--- config.mk ---
export PLATFORM = sky130hd
export DESIGN_NAME = fifo_write_arbiter_flat
export DESIGN_NICKNAME = d
export VERILOG_FILES = /design/src/rtl/fifo_write_arbiter_if.sv /design/src/rtl/fifo_write_arbiter.sv /design/src/flat_wrapper.sv
export SDC_FILE = /design/constraint.sdc
export NUM_CORES = 1
export LEC_CHECK = 0
export CAP_MARGIN = 30
export CORE_MARGIN = 1
export CORE_UTILIZATION = 35
export CTS_CLUSTER_DIAMETER = 200
export CTS_CLUSTER_SIZE = 30
export DETAILED_ROUTE_END_ITERATION = 10
export PLACE_DENSITY = 0.75
export RECOVER_POWER = 100
export REMOVE_ABC_BUFFERS = 1
export SYNTH_ARGS = -nofsm -noshare
export SYNTH_HDL_FRONTEND = slang
export SYNTH_SLANG_ARGS = --single-unit
export TNS_END_PERCENT = 20
--- constraint.sdc ---
create_clock -name clk -period 1.5 [get_ports clk]
set_input_delay 0.3 -clock clk [delete_from_list [all_inputs] [get_ports clk]]
set_output_delay 0.3 -clock clk [all_outputs]
set_load 0.02 [all_outputs]
--- src/rtl/fifo_write_arbiter_if.sv ---
// Requester-side and FIFO-side write handshake shared by fifo_write_arbiter.
// The arbiter takes the master modport; requesters and the FIFO take the slave side.
interface fifo_write_arbiter_if #(
    parameter int unsigned WIDTH   = 8,
    parameter int unsigned NUM_REQ = 4
);
    logic [NUM_REQ-1:0]       req_valid;
    logic [NUM_REQ-1:0]       req_last;
    logic [NUM_REQ*WIDTH-1:0] req_data;
    logic [NUM_REQ-1:0]       req_ready;
    logic                     space_available;
    logic [WIDTH-1:0]         write_data;
    logic                     write_strobe;

    modport master (
        input  req_valid,
        input  req_last,
        input  req_data,
        input  space_available,
        output req_ready,
        output write_data,
        output write_strobe
    );

    modport slave (
        output req_valid,
        output req_last,
        output req_data,
        output space_available,
        input  req_ready,
        input  write_data,
        input  write_strobe
    );
endinterface

--- src/rtl/fifo_write_arbiter.sv ---
// Round-robin, packet-atomic arbiter sharing one FIFO write port among NUM_REQ requesters.
// Define FIFO_ARB_HEADER_EN to prefix every packet with a header beat carrying the grant index.
module fifo_write_arbiter #(
    parameter int unsigned WIDTH    = 8,
    parameter int unsigned NUM_REQ  = 4,
    parameter int unsigned IDX_BITS = $clog2(NUM_REQ)
) (
    input  logic                  clk,
    input  logic                  reset,
    fifo_write_arbiter_if.master  bus,
    output logic                  busy,
    output logic [IDX_BITS-1:0]   grant_id,
    output logic [15:0]           packet_count
);

    localparam logic [1:0] StIdle = 2'd0;
`ifdef FIFO_ARB_HEADER_EN
    localparam logic [1:0] StHdr  = 2'd1;
`endif
    localparam logic [1:0] StBusy = 2'd2;

    logic [1:0]          state_q, state_d;
    logic [IDX_BITS-1:0] grant_q, grant_d;
    logic [IDX_BITS-1:0] last_q, last_d;
    logic [15:0]         count_q, count_d;
    logic [IDX_BITS-1:0] pick;
    logic [IDX_BITS-1:0] idx;
    logic [WIDTH-1:0]    sel_data;
    logic                fire;

`ifdef FIFO_ARB_HEADER_EN
    logic [WIDTH-1:0] hdr;

    always_comb begin
        hdr                = '0;
        hdr[WIDTH-1]       = 1'b1;
        hdr[IDX_BITS-1:0]  = grant_q;
    end
`endif

    // Scan from the farthest candidate back to last_q+1 so the nearest valid one wins.
    always_comb begin
        pick = last_q;
        idx  = '0;
        for (int k = int'(NUM_REQ); k >= 1; k--) begin
            idx = IDX_BITS'((int'(last_q) + k) % int'(NUM_REQ));
            if (bus.req_valid[idx]) begin
                pick = idx;
            end
        end
    end

    always_comb begin
        sel_data = '0;
        for (int i = 0; i < int'(NUM_REQ); i++) begin
            if (grant_q == IDX_BITS'(i)) begin
                sel_data = bus.req_data[i*WIDTH +: WIDTH];
            end
        end
    end

    always_comb begin
        bus.req_ready    = '0;
        bus.write_data   = '0;
        bus.write_strobe = 1'b0;
        fire             = 1'b0;
        case (state_q)
`ifdef FIFO_ARB_HEADER_EN
            StHdr: begin
                bus.write_data   = hdr;
                bus.write_strobe = bus.space_available;
            end
`endif
            StBusy: begin
                bus.req_ready[grant_q] = bus.space_available;
                bus.write_data         = sel_data;
                fire                   = bus.req_valid[grant_q] & bus.space_available;
                bus.write_strobe       = fire;
            end
            default: ;
        endcase
    end

    always_comb begin
        state_d = state_q;
        grant_d = grant_q;
        last_d  = last_q;
        count_d = count_q;
        case (state_q)
            StIdle: begin
                if (|bus.req_valid) begin
                    grant_d = pick;
`ifdef FIFO_ARB_HEADER_EN
                    state_d = StHdr;
`else
                    state_d = StBusy;
`endif
                end
            end
`ifdef FIFO_ARB_HEADER_EN
            StHdr: begin
                if (bus.space_available) begin
                    state_d = StBusy;
                end
            end
`endif
            StBusy: begin
                if (fire && bus.req_last[grant_q]) begin
                    last_d  = grant_q;
                    count_d = count_q + 16'd1;
                    state_d = StIdle;
                end
            end
            default: state_d = StIdle;
        endcase
    end

    always_ff @(posedge clk or posedge reset) begin
        if (reset) begin
            state_q <= StIdle;
            grant_q <= '0;
            last_q  <= IDX_BITS'(NUM_REQ - 1);
            count_q <= '0;
        end else begin
            state_q <= state_d;
            grant_q <= grant_d;
            last_q  <= last_d;
            count_q <= count_d;
        end
    end

    assign busy         = (state_q != StIdle);
    assign grant_id     = grant_q;
    assign packet_count = count_q;

endmodule

--- src/flat_wrapper.sv ---
// flat-port wrapper written by rule: the top's interface ports become plain ports
module fifo_write_arbiter_flat 
#(
    parameter int unsigned WIDTH    = 8,
    parameter int unsigned NUM_REQ  = 4,
    parameter int unsigned IDX_BITS = $clog2(NUM_REQ)
)
  (clk, reset, busy, grant_id, packet_count, bus_req_valid, bus_req_last, bus_req_data, bus_space_available, bus_req_ready, bus_write_data, bus_write_strobe);
  fifo_write_arbiter_if #(.WIDTH(WIDTH), .NUM_REQ(NUM_REQ)) bus_i ();
  input  logic clk;
  input  logic reset;
  output logic busy;
  output logic [IDX_BITS-1:0] grant_id;
  output logic [15:0] packet_count;
  input wire logic [$bits(bus_i.req_valid)-1:0] bus_req_valid;
  input wire logic [$bits(bus_i.req_last)-1:0] bus_req_last;
  input wire logic [$bits(bus_i.req_data)-1:0] bus_req_data;
  input wire logic [$bits(bus_i.space_available)-1:0] bus_space_available;
  output wire logic [$bits(bus_i.req_ready)-1:0] bus_req_ready;
  output wire logic [$bits(bus_i.write_data)-1:0] bus_write_data;
  output wire logic [$bits(bus_i.write_strobe)-1:0] bus_write_strobe;
  assign bus_i.req_valid = bus_req_valid;
  assign bus_i.req_last = bus_req_last;
  assign bus_i.req_data = bus_req_data;
  assign bus_i.space_available = bus_space_available;
  assign bus_req_ready = bus_i.req_ready;
  assign bus_write_data = bus_i.write_data;
  assign bus_write_strobe = bus_i.write_strobe;
  fifo_write_arbiter #(.WIDTH(WIDTH), .NUM_REQ(NUM_REQ), .IDX_BITS(IDX_BITS)) u_core (.clk(clk), .reset(reset), .bus(bus_i), .busy(busy), .grant_id(grant_id), .packet_count(packet_count));
endmodule
### After elaboration in Yosys (flattened, before gate mapping)

Cells that the tools add are included.

| word-level totals | value |
|---|---|
| word-level logic and storage cells | 60 |
| input bits | 43 |
| output and inout port bits | 32 |
| bits in registers | 22 |

| cells by class | value |
|---|---|
| add/subtract/negate cells | 5 |
| reductions and logical operators | 9 |
| order comparisons | 6 |
| equal/unequal tests | 6 |
| bitwise operators | 2 |
| multiplexer cells | 28 |

Operators by type and width:

| cell | number |
|---|---|
| 2-to-1 mux 8 bit | 5 |
| adder 16 x 1 -> 16 bit, second input constant | 1 |
| less-than comparator 2 x 3 -> 1 bit, second input constant | 5 |
| binary-select mux 1 bit (select 2 bit) | 6 |
| 2-to-1 mux 2 bit | 6 |
| 2-to-1 mux 1 bit | 8 |
| equality test 2 bit, second input constant | 3 |
| AND reduction 2 bit | 3 |
| adder 2 x 1 -> 2 bit, second input constant | 2 |
| adder 2 bit, second input constant | 2 |
| bitwise AND 4 bit | 1 |
| zero test 2 bit | 2 |
| 2-to-1 mux 4 bit | 1 |
| != test 2 x 1 -> 1 bit, second input constant | 2 |
| case mux 2 bit (2 select lines) | 1 |
| OR reduction 4 bit | 1 |
| demux 1 bit (select 2 bit) | 1 |
| equality test 2 x 1 -> 1 bit, second input constant | 1 |
| greater-or-equal comparator 2 x 1 -> 1 bit, second input constant | 1 |
| logical AND 1 bit | 2 |
| nonzero test 2 bit | 1 |
| bitwise AND 1 bit | 1 |

### Logic depth before layout (Yosys ltp)

| logic depth | value |
|---|---|
| word-level depth | 7 |
| depth in mapped cells | 7 |
| mapped depth without buffers | 5 |

### Worst setup path after synthesis

Ideal clock, no wire load.

| timing path | value |
|---|---|
| kind | register -> output |
| from | register u_core.grant_q[0], in the netlist u_core.grant_id[0] |
| to | output port bus_write_data[1] |
| data required time | 1200 ps |
| buffers on the path | 2 |
| path slack | -393 ps |
| cell stages (with the launch flop) | 5 |
| arrival | 1593 ps |
| cell sequence | dfrtp_1 -> buf_6 -> buf_2 -> mux4_2 -> and2_1 |

| between the ends | value |
|---|---|
| word-level cells in the longest chain between the ends | 6 |
| elaborated cells between the ends (all ways) | 9 |
| classes of those cells | 3 x eq/ne; 5 x mux; 1 x reduce/logical |

Ends and longest elaborated chain:

| item | RTL line | source |
|---|---|---|
| start: declaration | fifo_write_arbiter.sv:23 | `logic [IDX_BITS-1:0] grant_q, grant_d;` |
| start signal: assignment | fifo_write_arbiter.sv:126 | `grant_q <= grant_d;` |
| zero test 2 bit | fifo_write_arbiter.sv:56 | `if (grant_q == IDX_BITS'(i)) begin` |
| 2-to-1 mux 8 bit (3 in a row) | fifo_write_arbiter.sv:56 |  |
| 2-to-1 mux 8 bit * | fifo_write_arbiter.sv:56 |  |
| 2-to-1 mux 8 bit * | fifo_write_arbiter.sv:67 | `case (state_q)` |
| end: declaration | flat_wrapper.sv:20 | `output wire logic [$bits(bus_i.write_data)-1:0] bus_write_data;` |

Mark *: on every way between the ends. The rest lies on a longest branch, timed or not.

### Final worst setup path

| timing path | value |
|---|---|
| from | register u_core.grant_q[0], in the netlist u_core.grant_id[0] |
| to | output port bus_write_data[3] |

The elaborated chain is that of the path after synthesis.

==> metrics.cfg <==
[run_status]
outcome = finished with violations
violations = setup timing

[setup_path]
slowest_delay_ns = 0.51
crit_top_cell = buf_6
cp.required_ns = 1.20
crit_fanout = 5
path_class = reg -> out
slowest_stage = mux4_2
worst_setup_path_end_kind = output port
path_cells = buf_6 > mux4_2 > and2_4 > buf_6
r2r_cells = 9
startpoint_type = flip-flop
cp_data_arrival_time_ns = 1.62

[cells_and_area]
fin_util_pct = 69.1
drive_gt1_share_pct = 36.9
syn2layout_area_growth_pct = 86.6
fin_area_mm2 = 0.00255
n_antenna_cell = 0
fin_cells = 284
nNetsFinal = 281

[timing]
tightest_slew_ns = 0.512
relSlewSlack_pct = 65.9
finalCriticalPeriod_ns = 1.92
layout_setup_ws_ns = -0.425
hold_viol_final = 0
setup_violations = 32
fmax_mhz = 520
slew_violations = 0
rsz0062_at_grt = true
timing.hold.ws_ns = 0.472
fin_crit_sh_pct = 128
skew_ns = 0.00119

[die]
core-area_mm2 = 0.00369
rows = 22
die_width_um = 64.5
initial_utilization_pct = 37.0
die_area_mm2 = 0.00415
die_y_um = 64.5
io_pins = 75

[yosys]
synth_top_flop_cell = dfrtp_1
synth_compound_area_share_pct = 6.32
synth_top_family_by_area = simple AND/OR/NAND/NOR gates
synth_xor_area_share_pct = 9.62
async_reset_ff_share_pct = 100
synthTopCellsByCount = 19 x dfrtp_1, 14 x nand2_1, 10 x nor2_1, 10 x xnor2_1
synth.most_common_cell = dfrtp_1
synth_area_mm2 = 0.00137
yosysTopAreaCellShare_pct = 34.8
ys_ff_latch = 21
synthMuxAreaShare_pct = 17.0
seq_area_frac_synth_pct = 38.7
synth.avg_cell_area_um2 = 10.5
yosysWarningCount = 0
netlist_top_cells_area = dfrtp_1 35%, mux4_2 13%, xnor2_1 6.4%
synth_enable_flop_cells = 0
synth-simple-area-share_pct = 22.5
ys_types = 33
yosysTopAreaCell = dfrtp_1
synth_fa_ha_area_share_pct = 0.917
synthCells = 130

[hold_path]
hold_path.class = reg -> reg
hold_depth = 1

[global_route]
antenna_found_initial = 0
grt_pass1_wl_um = 6840
first_global_vias = 1447
grt_overflow_total = 0
track_usage_pct = 20.9
grt_start_max_net_pins = 22

[clock_tree]
cts_tree = yes
insertion_delay_ns = 0.25
cts_hold_buf = 0
cts_root_buf = clkbuf_8
clock_sinks = 21
cts_made_buffers = 3
htree_num_levels = 1
clockBufferDepth = 2
clk_pin_slew_worst_paths_ns = 0.07

[drt]
wirelength_um = 4390
antenna_left = 0
drt_iter0_markers = 29
avgRoutedWirePerCell_um = 15.5
vias = 1438
vias_per_cell = 5.06
drtPass1Iterations = 4
post-route-drc-count = 0

[place]
place_congestion = 0.795
dpl.hpwl_um = 3180
place_area_mm2 = 0.00236
dp.cells = 272
port-buffer-count = 74

[pwr]
ir_drop_mv = 0.845
power_density_mw_per_mm2 = 1570
p_leak_nw = 1.23

[job]
maxCapViolCount = 0

==> final cells by class <==
type	count	area (µm²)
Tap cell	48	60.1
Sequential cell	21	529
Fill cell	299	1140
Multi-Input combinational cell	96	863
Clock buffer	4	45.0
Timing Repair Buffer	108	1020
Inverter	7	28.8
==> per-stage QoR <==
step	TNS [ns]	setup slack, ns	power (W)
4_1_cts	-10.88	-0.492	0.00397
6_report	-10.01	-0.425	0.00401
2_1_floorplan	-15.19	-0.754	0.00199
3_3_place_gp	-17.25	-0.664	0.00320
5_1_grt	-12.18	-0.481	0.00424
3_5_place_dp	-18.10	-0.677	0.00326
==> flip-flops by register name (all words and copies together) (netlist names) <==
| name | flops |
|---|---|
| u_core.packet_count | 16 |
| u_core.grant_id | 2 |
| u_core.last_q | 2 |
| u_core.state_q | 1 |
==> logic make-up (layout without fill, tap and decap cells) <==
group	Yosys count	in the layout
AOI/OAI and AO/OA	12	12
xor gates and xnor gates	15	15
adders and majority gates	1	1
buffers and inverters	13	119
DFF	21	21
muxes	13	13
and+or+nand+nor	55	55
==> where the power goes <==
group,switching (W),leakage [nW],internal [W]
clock,0.000170,0.0228,0.000189
sequential,0.000136,0.260,0.000709
combinational,0.00124,0.947,0.00157
==> final timing paths <==
path | from | to | slack, ns
max in group asynchronous | reset | u_core.grant_id[0]$_DFFE_PP0P_ | 0.53
max reg2reg | u_core.grant_id[0]$_DFFE_PP0P_ | u_core.packet_count[15]$_DFFE_PP0P_ | -0.38
min in group asynchronous | reset | u_core.grant_id[1]$_DFFE_PP0P_ | 0.59
max | u_core.grant_id[0]$_DFFE_PP0P_ | bus_write_data[3] | -0.42
min reg2reg | u_core.packet_count[15]$_DFFE_PP0P_ | u_core.packet_count[15]$_DFFE_PP0P_ | 0.47
min | u_core.packet_count[15]$_DFFE_PP0P_ | u_core.packet_count[15]$_DFFE_PP0P_ | 0.47
==> worst max-delay path: cells and delay by family (launching register included) <==
kind | cells | cell delay (ns)
buffers and inverters | 2 | 0.27
flip-flops | 1 | 0.40
multiplexers | 1 | 0.51
AND/OR/NAND/NOR | 1 | 0.18
==> per-layer routing <==
| layer | wire (µm) | part of all wire, % | global-route usage, % |
|---|---|---|---|
| met1 | 1730 | 39 | 24.5 |
| met2 | 2260 | 51 | 38.8 |
| met3 | 371 | 8.4 | 4.75 |
| met4 | 36 | 0.82 | 3.61 |
| met5 | 0 | 0 | 0 |
==> cells in the final DEF (no fill, tap or decap), types with 2 or more instances in the layout <==
master	n
clkbuf_1	2
dfstp_2	2
nor4_4	2
and3_1	4
nor2_2	2
nand2b_1	2
nor2_1	7
buf_12	2
and2_4	8
buf_4	26
xor2_1	5
clkbuf_2	4
nor3_4	3
nand2_1	14
o22ai_1	2
clkdlybuf4s50_1	40
dfrtp_1	18
buf_6	15
dlygate4sd2_1	18
xnor2_1	10
mux4_2	8
inv_1	6
nand3_1	3
mux2i_1	2
nand4_1	6
o21ai_0	2
mux2_2	2
a21oi_1	3
clkbuf_8	3
==> timing repair <==
item	CTS	global route
resized for setup	117	17
setup buffers	5	3
endpoints found under the setup margin	52	34
pin swaps	19	12
cloned	1	0
Power figures use the tool's default switching activity.
